**src/rtl/serial_subtractor_pkg.sv**
```systemverilog
// Shared definitions for the bit-serial subtractor: FSM state encoding and
// flag bit positions used when SERIAL_SUB_FLAGS_EN is defined.
package serial_subtractor_pkg;

    typedef enum logic [1:0] {
        IDLE  = 2'd0,
        SHIFT = 2'd1,
        DONE  = 2'd2
    } state_t;

    localparam int FLAG_N = 3;
    localparam int FLAG_Z = 2;
    localparam int FLAG_C = 1;
    localparam int FLAG_V = 0;

endpackage

```
**src/rtl/subtractor_1_bit.sv**
```systemverilog
// One-bit full subtractor cell; the serial datapath reuses it once per cycle.
module subtractor_1_bit (
    input  logic x_current,
    input  logic y_current,
    input  logic borrow_previous,
    output logic diff_current,
    output logic next_borrow
);

    assign diff_current = x_current ^ y_current ^ borrow_previous;
    assign next_borrow  = (~x_current & y_current) |
                          (~(x_current ^ y_current) & borrow_previous);

endmodule

```
**src/rtl/serial_subtractor.sv**
```systemverilog
// Bit-serial a - b, LSB first, one bit per clock, valid/ready on both sides.
// Define SERIAL_SUB_FLAGS_EN to add the registered N,Z,C,V flags output.
module serial_subtractor
    import serial_subtractor_pkg::*;
#(
    parameter int WIDTH = 32
) (
    input  logic             clk,
    input  logic             rst_n,
    input  logic             in_valid,
    output logic             in_ready,
    input  logic [WIDTH-1:0] a,
    input  logic [WIDTH-1:0] b,
    output logic             out_valid,
    input  logic             out_ready,
    output logic [WIDTH-1:0] diff,
    output logic             borrow
`ifdef SERIAL_SUB_FLAGS_EN
    ,
    output logic [3:0]       flags
`endif
);

    localparam int CW = $clog2(WIDTH);
    localparam logic [CW-1:0] LAST_BIT = CW'(WIDTH - 1);

    state_t           state_q, state_d;
    logic [WIDTH-1:0] a_q, a_d;
    logic [WIDTH-1:0] b_q, b_d;
    logic [WIDTH-1:0] diff_q, diff_d;
    logic [CW-1:0]    cnt_q, cnt_d;
    logic             bin_q, bin_d;
    logic             bit_diff;
    logic             bit_bout;
`ifdef SERIAL_SUB_FLAGS_EN
    logic [3:0]       flags_q, flags_d;
`endif

    // Operands stay latched whole so the flag logic can still see their MSBs.
    subtractor_1_bit u_cell (
        .x_current       (a_q[cnt_q]),
        .y_current       (b_q[cnt_q]),
        .borrow_previous (bin_q),
        .diff_current    (bit_diff),
        .next_borrow     (bit_bout)
    );

    always_ff @(posedge clk or negedge rst_n) begin
        if (!rst_n) begin
            state_q <= IDLE;
            a_q     <= '0;
            b_q     <= '0;
            diff_q  <= '0;
            cnt_q   <= '0;
            bin_q   <= 1'b0;
`ifdef SERIAL_SUB_FLAGS_EN
            flags_q <= '0;
`endif
        end else begin
            state_q <= state_d;
            a_q     <= a_d;
            b_q     <= b_d;
            diff_q  <= diff_d;
            cnt_q   <= cnt_d;
            bin_q   <= bin_d;
`ifdef SERIAL_SUB_FLAGS_EN
            flags_q <= flags_d;
`endif
        end
    end

    always_comb begin
        state_d = state_q;
        a_d     = a_q;
        b_d     = b_q;
        diff_d  = diff_q;
        cnt_d   = cnt_q;
        bin_d   = bin_q;
`ifdef SERIAL_SUB_FLAGS_EN
        flags_d = flags_q;
`endif
        case (state_q)
            IDLE: begin
                if (in_valid) begin
                    a_d     = a;
                    b_d     = b;
                    bin_d   = 1'b0;
                    cnt_d   = '0;
                    state_d = SHIFT;
                end
            end
            SHIFT: begin
                diff_d = {bit_diff, diff_q[WIDTH-1:1]};
                bin_d  = bit_bout;
                if (cnt_q == LAST_BIT) begin
                    cnt_d   = '0;
                    state_d = DONE;
`ifdef SERIAL_SUB_FLAGS_EN
                    // Flags are captured together with the final bit so they hold through DONE.
                    flags_d[FLAG_N] = diff_d[WIDTH-1];
                    flags_d[FLAG_Z] = (diff_d == '0);
                    flags_d[FLAG_C] = ~bit_bout;
                    flags_d[FLAG_V] = (a_q[WIDTH-1] != b_q[WIDTH-1]) &&
                                      (diff_d[WIDTH-1] != a_q[WIDTH-1]);
`endif
                end else begin
                    cnt_d = cnt_q + 1'b1;
                end
            end
            DONE: begin
                if (out_ready) begin
                    state_d = IDLE;
                end
            end
            default: state_d = IDLE;
        endcase
    end

    assign in_ready  = (state_q == IDLE);
    assign out_valid = (state_q == DONE);
    assign diff      = diff_q;
    assign borrow    = bin_q;
`ifdef SERIAL_SUB_FLAGS_EN
    assign flags     = flags_q;
`endif

endmodule

```
**config.mk**
```make
export PLATFORM = sky130hd
export DESIGN_NAME = serial_subtractor
export DESIGN_NICKNAME = d
export VERILOG_FILES = /design/src/rtl/serial_subtractor_pkg.sv /design/src/rtl/subtractor_1_bit.sv /design/src/rtl/serial_subtractor.sv
export SDC_FILE = /design/constraint.sdc
export NUM_CORES = 1
export LEC_CHECK = 0
export ABC_CLOCK_PERIOD_IN_PS = 2700
export CAP_MARGIN = 15
export CORE_MARGIN = 1.5
export CORE_UTILIZATION = 50
export DETAILED_ROUTE_END_ITERATION = 10
export GPL_ROUTABILITY_DRIVEN = 0
export PLACE_DENSITY = 0.79
export SKIP_CTS_REPAIR_TIMING = 1
export SYNTH_ARGS = -nofsm -noshare
export SYNTH_HDL_FRONTEND = slang
export SYNTH_SLANG_ARGS = --single-unit
```
**constraint.sdc**
```tcl
create_clock -name clk -period 2.7 [get_ports clk]
set_input_delay 0.405 -clock clk [delete_from_list [all_inputs] [get_ports clk]]
set_output_delay 0.405 -clock clk [all_outputs]
set_load 0.05 [all_outputs]
```
# Yosys cells after proc, flatten, opt, wreduce, memory -nomap -nowiden
# Cells that the tools add are included.
[word_totals]
output_inout_bits = 35
inputBits = 68
elab_cells = 39
register_bits = 104
[classes]
addsub = 1
eq_ne = 6
n_mux = 13
n_lt_le_gt_ge = 1
n_reduce_logical = 5
bitwise_logic = 7
[ops]
columns = ["cell", "n"]
rows = [
  ["binary-select mux 1 bit (select 5 bit)", 2],
  ["two-way mux 5 bit", 2],
  ["case mux 5 bit (2 select lines)", 1],
  ["< comparator 5 x 6 -> 1 bit (second input constant)", 1],
  ["two-way mux 2 bit", 3],
  ["case mux 2 bit (3 select lines)", 1],
  ["adder 5 x 1 -> 5 bit (second input constant)", 1],
  ["== test 5 bit (second input constant)", 1],
  ["inequality test 2 bit (second input constant)", 2],
  ["AND reduction 2 bit", 2],
  ["two-way mux 1 bit", 3],
  ["AND reduction 3 bit", 1],
  ["AND 1 bit", 2],
  ["== test 2 x 1 -> 1 bit (second input constant)", 1],
  ["== test 2 bit (second input constant)", 1],
  ["logical NOT 2 bit", 1],
  ["inequality test 2 x 1 -> 1 bit (second input constant)", 1],
  ["inverter 1 bit", 2],
  ["case mux 1 bit (2 select lines)", 1],
  ["nonzero test 2 bit", 1],
  ["XOR 1 bit", 2],
  ["bitwise OR 1 bit", 1],
]

# Longest topological paths before layout
# Gate-level depths: netlist of run 1.
[logic_depth]
ltp_word = 7
ltp_mapped = 10

# Modules after synthesis
# Synthesis of run 1 repeated with hierarchy kept, for this count alone.
[unflattened]
cells_unflattened = 524
area_unflattened_um2 = 4610.7
[by_module_without_submodules]
columns = ["module", "cells_per_inst", "n_inst", "area_per_inst_um2"]
rows = [
  ["serial_subtractor", 520, 1, 4579.4],
  ["subtractor_1_bit", 4, 1, 31.3],
]

# Least setup slack after synthesis of run 1
# No wires, ideal clock.
[synth_timing]
kind = "register to register"
start = "register cnt_q[2]"
end = "register diff_q[31], in the netlist diff[31]"
setup_time_ns = 0.132
slack_ns = 0.728
path_buffers = 1
t_arrival_ns = 1.840
stages_incl_launch_ff = 9
t_required_ns = 2.568
cell_sequence = "dfrtp_1 > nor2b_1 > buf_2 > a22o_1 > nor4_1 > a31oi_1 > and3_1 > fa_1 > o21ai_0"
[synth_between]
elab_chain_cells = 4
elab_cells_between_ends = 6
[synth_rtl]
columns = ["item", "line_no", "source"]
rows = [
  ["start, declared", "serial_subtractor.sv:31", "logic [CW-1:0] cnt_q, cnt_d;"],
  ["start signal, assigned", "serial_subtractor.sv:64", "cnt_q <= cnt_d;"],
  ["binary-select mux 1 bit (select 5 bit), on equally long branches", "serial_subtractor.sv:41, serial_subtractor.sv:42", ""],
  ["two-way mux 1 bit, on equally long branches", "serial_subtractor.sv:41, serial_subtractor.sv:42", ""],
  ["XOR 1 bit (*) (2 in series)", "subtractor_1_bit.sv:10", "assign diff_current = x_current ^ y_current ^ borrow_previous;"],
  ["end signal, assigned", "serial_subtractor.sv:63", "diff_q <= diff_d;"],
  ["end, declared", "serial_subtractor.sv:30", "logic [WIDTH-1:0] diff_q, diff_d;"],
]
# Every way passes the cells marked *; elsewhere a longest branch is shown, timed or not. The select of a mux whose other input is x is not followed.
# A chain may end at the register's enable or synchronous reset.

# Worst setup path in the final report of run 1
[layout_timing]
start = "register cnt_q[0]"
end = "register diff_q[31], in the netlist diff[31]"
# Same word-level chain as after synthesis.

==> results of run 1 <==
logic make-up after synthesis:
group           after synthesis  synth area share, %
fa+ha+maj                     3                0.977
buf+inv                      31                 4.13
simple gates                321                 27.1
mux                          32                 6.95
flops                       104                 56.5
compound gates               30                 4.34
where the power goes:
| part | internal [W] | total (W) | switching (W) |
|---|---|---|---|
| combinational | 0.00118 | 0.00304 | 0.00185 |
| sequential | 0.00225 | 0.00281 | 0.000553 |
| clock | 0.000530 | 0.00107 | 0.000541 |
| total | 0.00397 | 0.00691 | 0.00295 |
final timing paths:
check	cells after the start	start	endpoint	slack, ns
setup / recovery	7	cnt_q[0]$_DFFE_PN0P_	diff[31]$_DFFE_PN0P_	0.21
setup reg to reg	7	cnt_q[0]$_DFFE_PN0P_	diff[31]$_DFFE_PN0P_	0.21
max in group asynchronous	2	rst_n	b_q[10]$_DFFE_PN0P_	1.89
min in group clk	2	diff[0]$_DFFE_PN0P_	diff[0]$_DFFE_PN0P_	0.48
hold / removal	1	rst_n	diff[28]$_DFFE_PN0P_	0.13
hold reg to reg	2	diff[0]$_DFFE_PN0P_	diff[0]$_DFFE_PN0P_	0.48
cell type report:
| cell class | count | area (um^2) |
|---|---|---|
| Inverter | 1 | 3.75 |
| Clock buffer | 10 | 128 |
| Clock inverter | 6 | 91.3 |
| Sequential cell | 104 | 2600 |
| Timing Repair Buffer | 109 | 1110 |
| Fill cell | 701 | 2910 |
| Tap cell | 108 | 135 |
| Multi-Input combinational cell | 386 | 1820 |
sequential cells by signal (all words and copies together), names as in the netlist:
name / flops
cnt_q: 5
a_q: 32
state_q: 2
borrow: 1
diff: 32
b_q: 32
stage by stage:
step	util [%]	cell area (um^2)
6_report	66.9	5890
3_3_place_gp	64.4	5670
4_1_cts	66.9	5890
5_1_grt	66.9	5890
2_1_floorplan	-	4610
3_5_place_dp	64.4	5670
placed cells by master, fill, tap and decap left out, types with 2 or more instances in the layout:
master	instances
a22o_1	3
a22oi_1	12
ha_1	2
nand2b_1	3
and3_1	2
clkbuf_8	9
bufinv_16	2
inv_6	2
mux2i_1	32
buf_4	5
nand2_1	299
buf_12	3
nand3_1	2
dfrtp_1	103
a21oi_1	3
clkdlybuf4s50_1	101
nor2b_1	4
nor2_1	4
a31oi_1	2
o21ai_0	8
routing by layer:
metal  vias to the layer above  routed length (um)
li1                       1822                   -
met1                      1761                4780
met2                        92                4870
met3                        13                 413
met4                         0                 122
met5                         -                   0
==> results.md, run 1 <==
* Maximum clock insertion buffer count at 2
* Power density over the cells at 1170 mW/mm^2
* Gate family responsible for the most delay along the worst path: simple AND/OR/NAND/NOR gates
* Max-slew violation count at 0
* Transition time at the pin with the least slew margin at 0.833 ns
* Max-Slew Margin vs Limit at 44.5%
* Antenna cell count at 0
* Sequential element share of the synthesized area at 56.5%
* Share of flip-flops with an asynchronous set or reset at 100%
* Maximum number of pins on one net before global-route repair at 68
* Maximum cell stage delay along the critical path at 0.62 ns
* Port Buffers at 102
* Setup WS post-layout at 0.208 ns
* Height of the die at 99.0 um
* Post-DR wirelength/cell at 14.1 um
* Number of H-tree levels at 3
* Final Setup Violations at 0
* Cells along the critical path: nor2b_1 > a22oi_1 > and4b_1 > a31oi_1 > o311ai_1 > fa_1 > o21ai_0
* Core region area at 0.00881 mm^2
* Final hold slack at 0.130 ns
* Critical path capture point type: register
* 1st-iter DRT viols at 162
* Antenna violations before repair at 0
* Post-route fraction of the period consumed by the critical path at 92.3%
* Critical Path Fanout Max at 8
* Post-synth design cell area at 0.00461 mm^2
* CTS Buf Count at 9
* Half-perimeter wire length after detailed placement at 7.24 mm
* Number of warnings issued by yosys at 0
* Critical path required time at 2.95 ns
* Post-Place Worst Slack at 0.309 ns
* Synth area leader: dfrtp_1
* First-pass DRT Iterations at 4
* Die area at 0.00980 mm^2
* Mean area per synthesized cell at 8.85 um^2
* Global-route usage over all layers at 22.1%
* Met1 Track Usage GR at 29.3%
* Final Routed Wirelength at 10.2 mm
* Clock-pin slew reported for the worst setup and hold paths after clock tree synthesis at 0.10 ns
* Met2 Resource Use GR at 36.9%
* Flip-flop and latch count after synthesis at 104
* Number of top-level pins at 103
* Total clock sinks at 104
* Synthesis-to-layout area growth at 27.9%
* Net count of the mapped netlist at 592
* Clk root buf: clkbuf_8
* TritonCTS clock tree: done
* Number of vias after detailed routing at 3688
* Top cells by count, synth: 300 x nand2_1, 104 x dfrtp_1, 32 x mux2i_1
* Cell total after placement at 708
* Shortest period the worst path allows at 2.49 ns
* Startpoint-to-endpoint class of the critical path: reg -> reg
* # Max-Cap Violations at 0
* Routed Antenna Nets at 0
* Gr ovfl total at 0
* Row cnt at 34
* Worst-path cell with the longest stage delay: nor2b_1
* Die span in x at 99.0 um
* Vias/cell at 5.09
* Leakage at 2.99 nW
* Clock insertion delay at the later pin of the skew report at 0.37 ns
* Net count, final at 682
* Status: complete, no violations
* Post-route insts no fill at 724
* Number of unique standard cell types used by synthesis at 29
* Vias in the first global route at 3801
* Unrepaired setup endpoints after global routing: false
* Count of mapped cells out of synthesis at 521
* Main synth FF type: dfrtp_1
* Wire length of the first global-routing pass at 17.3 mm
* Top-count cell post-synth: nand2_1
* Routing layer with the top usage in global route: met2
* Aggregate negative setup slack at 0 ns
* Crit path DAT at 2.74 ns
* Worst Skew at 0.0117 ns
* Number of hold-slack violations in the final timing report at 0
* Critical path buffers and inverters at 0
* Number of synthesized flops with an enable pin at 0
* Global-route track usage on met3 at 4.61%
* Tightest Hold Check Type: in -> async
* Fraction of layout cells with a size suffix above 1 at 4.38%
* Maximum clock rate at 401 MHz
* Initial Util at 52.3%
* Yosys top cell area share at 56.5%
* Worst vdd ir at 0.494 mV
* DRC viols at 0
* Main area contributors after synthesis: dfrtp_1 56%, nand2_1 24%, mux2i_1 6.9%
* Total power at 0.00691 W
* Startpoint class of the critical path: register
No activity file was read; power rests on OpenSTA's default activity.
==> run 2, diff against run 1 <==
--- a/config.mk
+++ b/config.mk
@@ -10,7 +10,6 @@
 export CORE_MARGIN = 1.5
 export CORE_UTILIZATION = 50
 export DETAILED_ROUTE_END_ITERATION = 10
-export GPL_ROUTABILITY_DRIVEN = 0
 export PLACE_DENSITY = 0.79
 export SKIP_CTS_REPAIR_TIMING = 1
 export SYNTH_ARGS = -nofsm -noshare
==> results of run 2 <==
The final DEF is identical to that of run 1; final timing and power are the same.
==> run 3, diff against run 2 <==
--- a/config.mk
+++ b/config.mk
@@ -9,9 +9,12 @@
 export CAP_MARGIN = 15
 export CORE_MARGIN = 1.5
 export CORE_UTILIZATION = 50
+export CTS_CLUSTER_SIZE = 28
 export DETAILED_ROUTE_END_ITERATION = 10
 export PLACE_DENSITY = 0.79
+export RECOVER_POWER = 50
 export SKIP_CTS_REPAIR_TIMING = 1
+export SKIP_LAST_GASP = 1
 export SYNTH_ARGS = -nofsm -noshare
 export SYNTH_HDL_FRONTEND = slang
 export SYNTH_SLANG_ARGS = --single-unit
==> results.md, run 3 (synthesis gave the netlist of run 1 again) <==
* Final Routed Wirelength at 10.2 mm
* Gate family responsible for the most delay along the worst path: simple AND/OR/NAND/NOR gates
* Number of vias after detailed routing at 3700
* Total power at 0.00691 W
* Antenna cell count at 0
* Post-DR wirelength/cell at 14.1 um
* Global-route usage over all layers at 22.1%
* Startpoint-to-endpoint class of the critical path: reg -> reg
* DRC viols at 0
* Worst Skew at 0.0117 ns
* Antenna violations before repair at 0
* Maximum clock insertion buffer count at 2
* Vias in the first global route at 3801
* Net count, final at 682
* Gr ovfl total at 0
* Number of hold-slack violations in the final timing report at 0
* Worst vdd ir at 0.494 mV
* Reg-to-Reg Start: cnt_q[0]$_DFFE_PN0P_
* Crit path DAT at 2.75 ns
* Routability cong. at 0.826
* Cells along the critical path: nor2b_1 > a22oi_1 > and4b_1 > a31oi_1 > o311ai_1 > fa_1 > o21ai_0
* Highest-count cells in the layout ignoring fill and taps: 299 x nand2_1, 103 x dfrtp_1, 101 x clkdlybuf4s50_1, 32 x mux2i_1, 12 x a22oi_1
* Aggregate negative setup slack at 0 ns
* Die area at 0.00980 mm^2
* # Max-Cap Violations at 1
* Height of the die at 99.0 um
* Total clock sinks at 104
* Tightest Hold Check Type: in -> async
* Transition time at the pin with the least slew margin at 1.60 ns
* Number of top-level pins at 103
* Routed Antenna Nets at 0
* Power density over the cells at 1180 mW/mm^2
* Maximum cell stage delay along the critical path at 0.63 ns
* Row cnt at 34
* Critical Path Fanout Max at 8
* Max-Slew Margin vs Limit at -6.52%
* Wire length of the first global-routing pass at 17.3 mm
* TritonCTS clock tree: done
* Maximum clock rate at 400 MHz
* Clk root buf: clkbuf_8
* Number of H-tree levels at 3
* Synthesis-to-layout area growth at 27.4%
* Clock insertion delay at the later pin of the skew report at 0.37 ns
* Post-Place Worst Slack at 0.309 ns
* Violated checks: capacitance limit, slew limit
* First-pass DRT Iterations at 4
* Unrepaired setup endpoints after global routing: false
* Core region area at 0.00881 mm^2
* Final non-filler cell area at 0.00587 mm^2
* CTS Buf Count at 9
* Fraction of layout cells with a size suffix above 1 at 4.22%
* Clock-pin slew reported for the worst setup and hold paths after clock tree synthesis at 0.10 ns
* Most frequent standard cell in the layout excluding fill and tap cells: nand2_1
* Vias/cell at 5.11
* Critical path buffers and inverters at 0
* Maximum number of pins on one net before global-route repair at 68
* Placed Area at 0.00567 mm^2
* Die span in x at 99.0 um
* Shortest period the worst path allows at 2.50 ns
* Worst-path cell with the longest stage delay: nor2b_1
* Half-perimeter wire length after detailed placement at 7.24 mm
* 1st-iter DRT viols at 161
* Crit. Startpoint: cnt_q[0]$_DFFE_PN0P_
* Critical path capture point type: register
* Post-route fraction of the period consumed by the critical path at 92.5%
* Startpoint class of the critical path: register
* Initial Util at 52.3%
* Critical path required time at 2.95 ns
* Max-slew violation count at 68
* Status: finished with violations
* Port Buffers at 102
* Setup WS post-layout at 0.202 ns
* Final Setup Violations at 0
* Leakage at 2.98 nW
* Post-route insts no fill at 724
* Cell total after placement at 708
-- run 3: cell count changes in the layout (fill, tap and decap cells not counted), sizes merged --
cell,change
buf,-3
clkbuf,+3
-- run 3: metal layers --
layer | track usage, % | vias to the layer above | part of all wire, %
li1 | - | 1824 | -
met1 | 29.3 | 1767 | 46
met2 | 36.9 | 96 | 48
met3 | 4.61 | 13 | 4.2
met4 | 6.92 | 0 | 1.2
met5 | 0 | - | 0
-- run 3: layout make-up --
type | count | area, um^2
Clock inverter | 6 | 91.3
Multi-Input combinational cell | 386 | 1820
Fill cell | 704 | 2930
Clock buffer | 10 | 128
Inverter | 1 | 3.75
Timing Repair Buffer | 109 | 1090
Sequential cell | 104 | 2600
Tap cell | 108 | 135
-- run 3: final timing paths --
| path | endpoint | slack, ns | cells after the start |
|---|---|---|---|
| setup / recovery | diff[31]$_DFFE_PN0P_ | 0.20 | 7 |
| hold / removal | diff[28]$_DFFE_PN0P_ | 0.43 | 1 |
| setup reg to reg | diff[31]$_DFFE_PN0P_ | 0.20 | 7 |
| hold reg to reg | diff[0]$_DFFE_PN0P_ | 0.48 | 2 |
| max in group asynchronous | b_q[10]$_DFFE_PN0P_ | 0.61 | 2 |
| min in group clk | diff[0]$_DFFE_PN0P_ | 0.48 | 2 |
-- run 3: report_power, final --
group	leakage [nW]	switching [W]	internal [W]
clock	0.111	0.000541	0.000530
combinational	1.57	0.00186	0.00118
sequential	1.30	0.000553	0.00225
-- run 3: worst register-to-register path, cell delays in order, from the launching register on --
cell,delay (ns)
dfrtp_1,0.44
nor2b_1,0.63
a22oi_1,0.20
and4b_1,0.24
a31oi_1,0.15
o311ai_1,0.15
fa_1,0.50
o21ai_0,0.07
-- run 3: stage by stage --
stage / hold slack [ns] / utilization, %
5_1_grt: 0.509 / 66.7
6_report: 0.433 / 66.7
2_1_floorplan: 0.109 / -
4_1_cts: 0.162 / 66.9
3_5_place_dp: 0.462 / 64.4
3_3_place_gp: 0.456 / 64.4
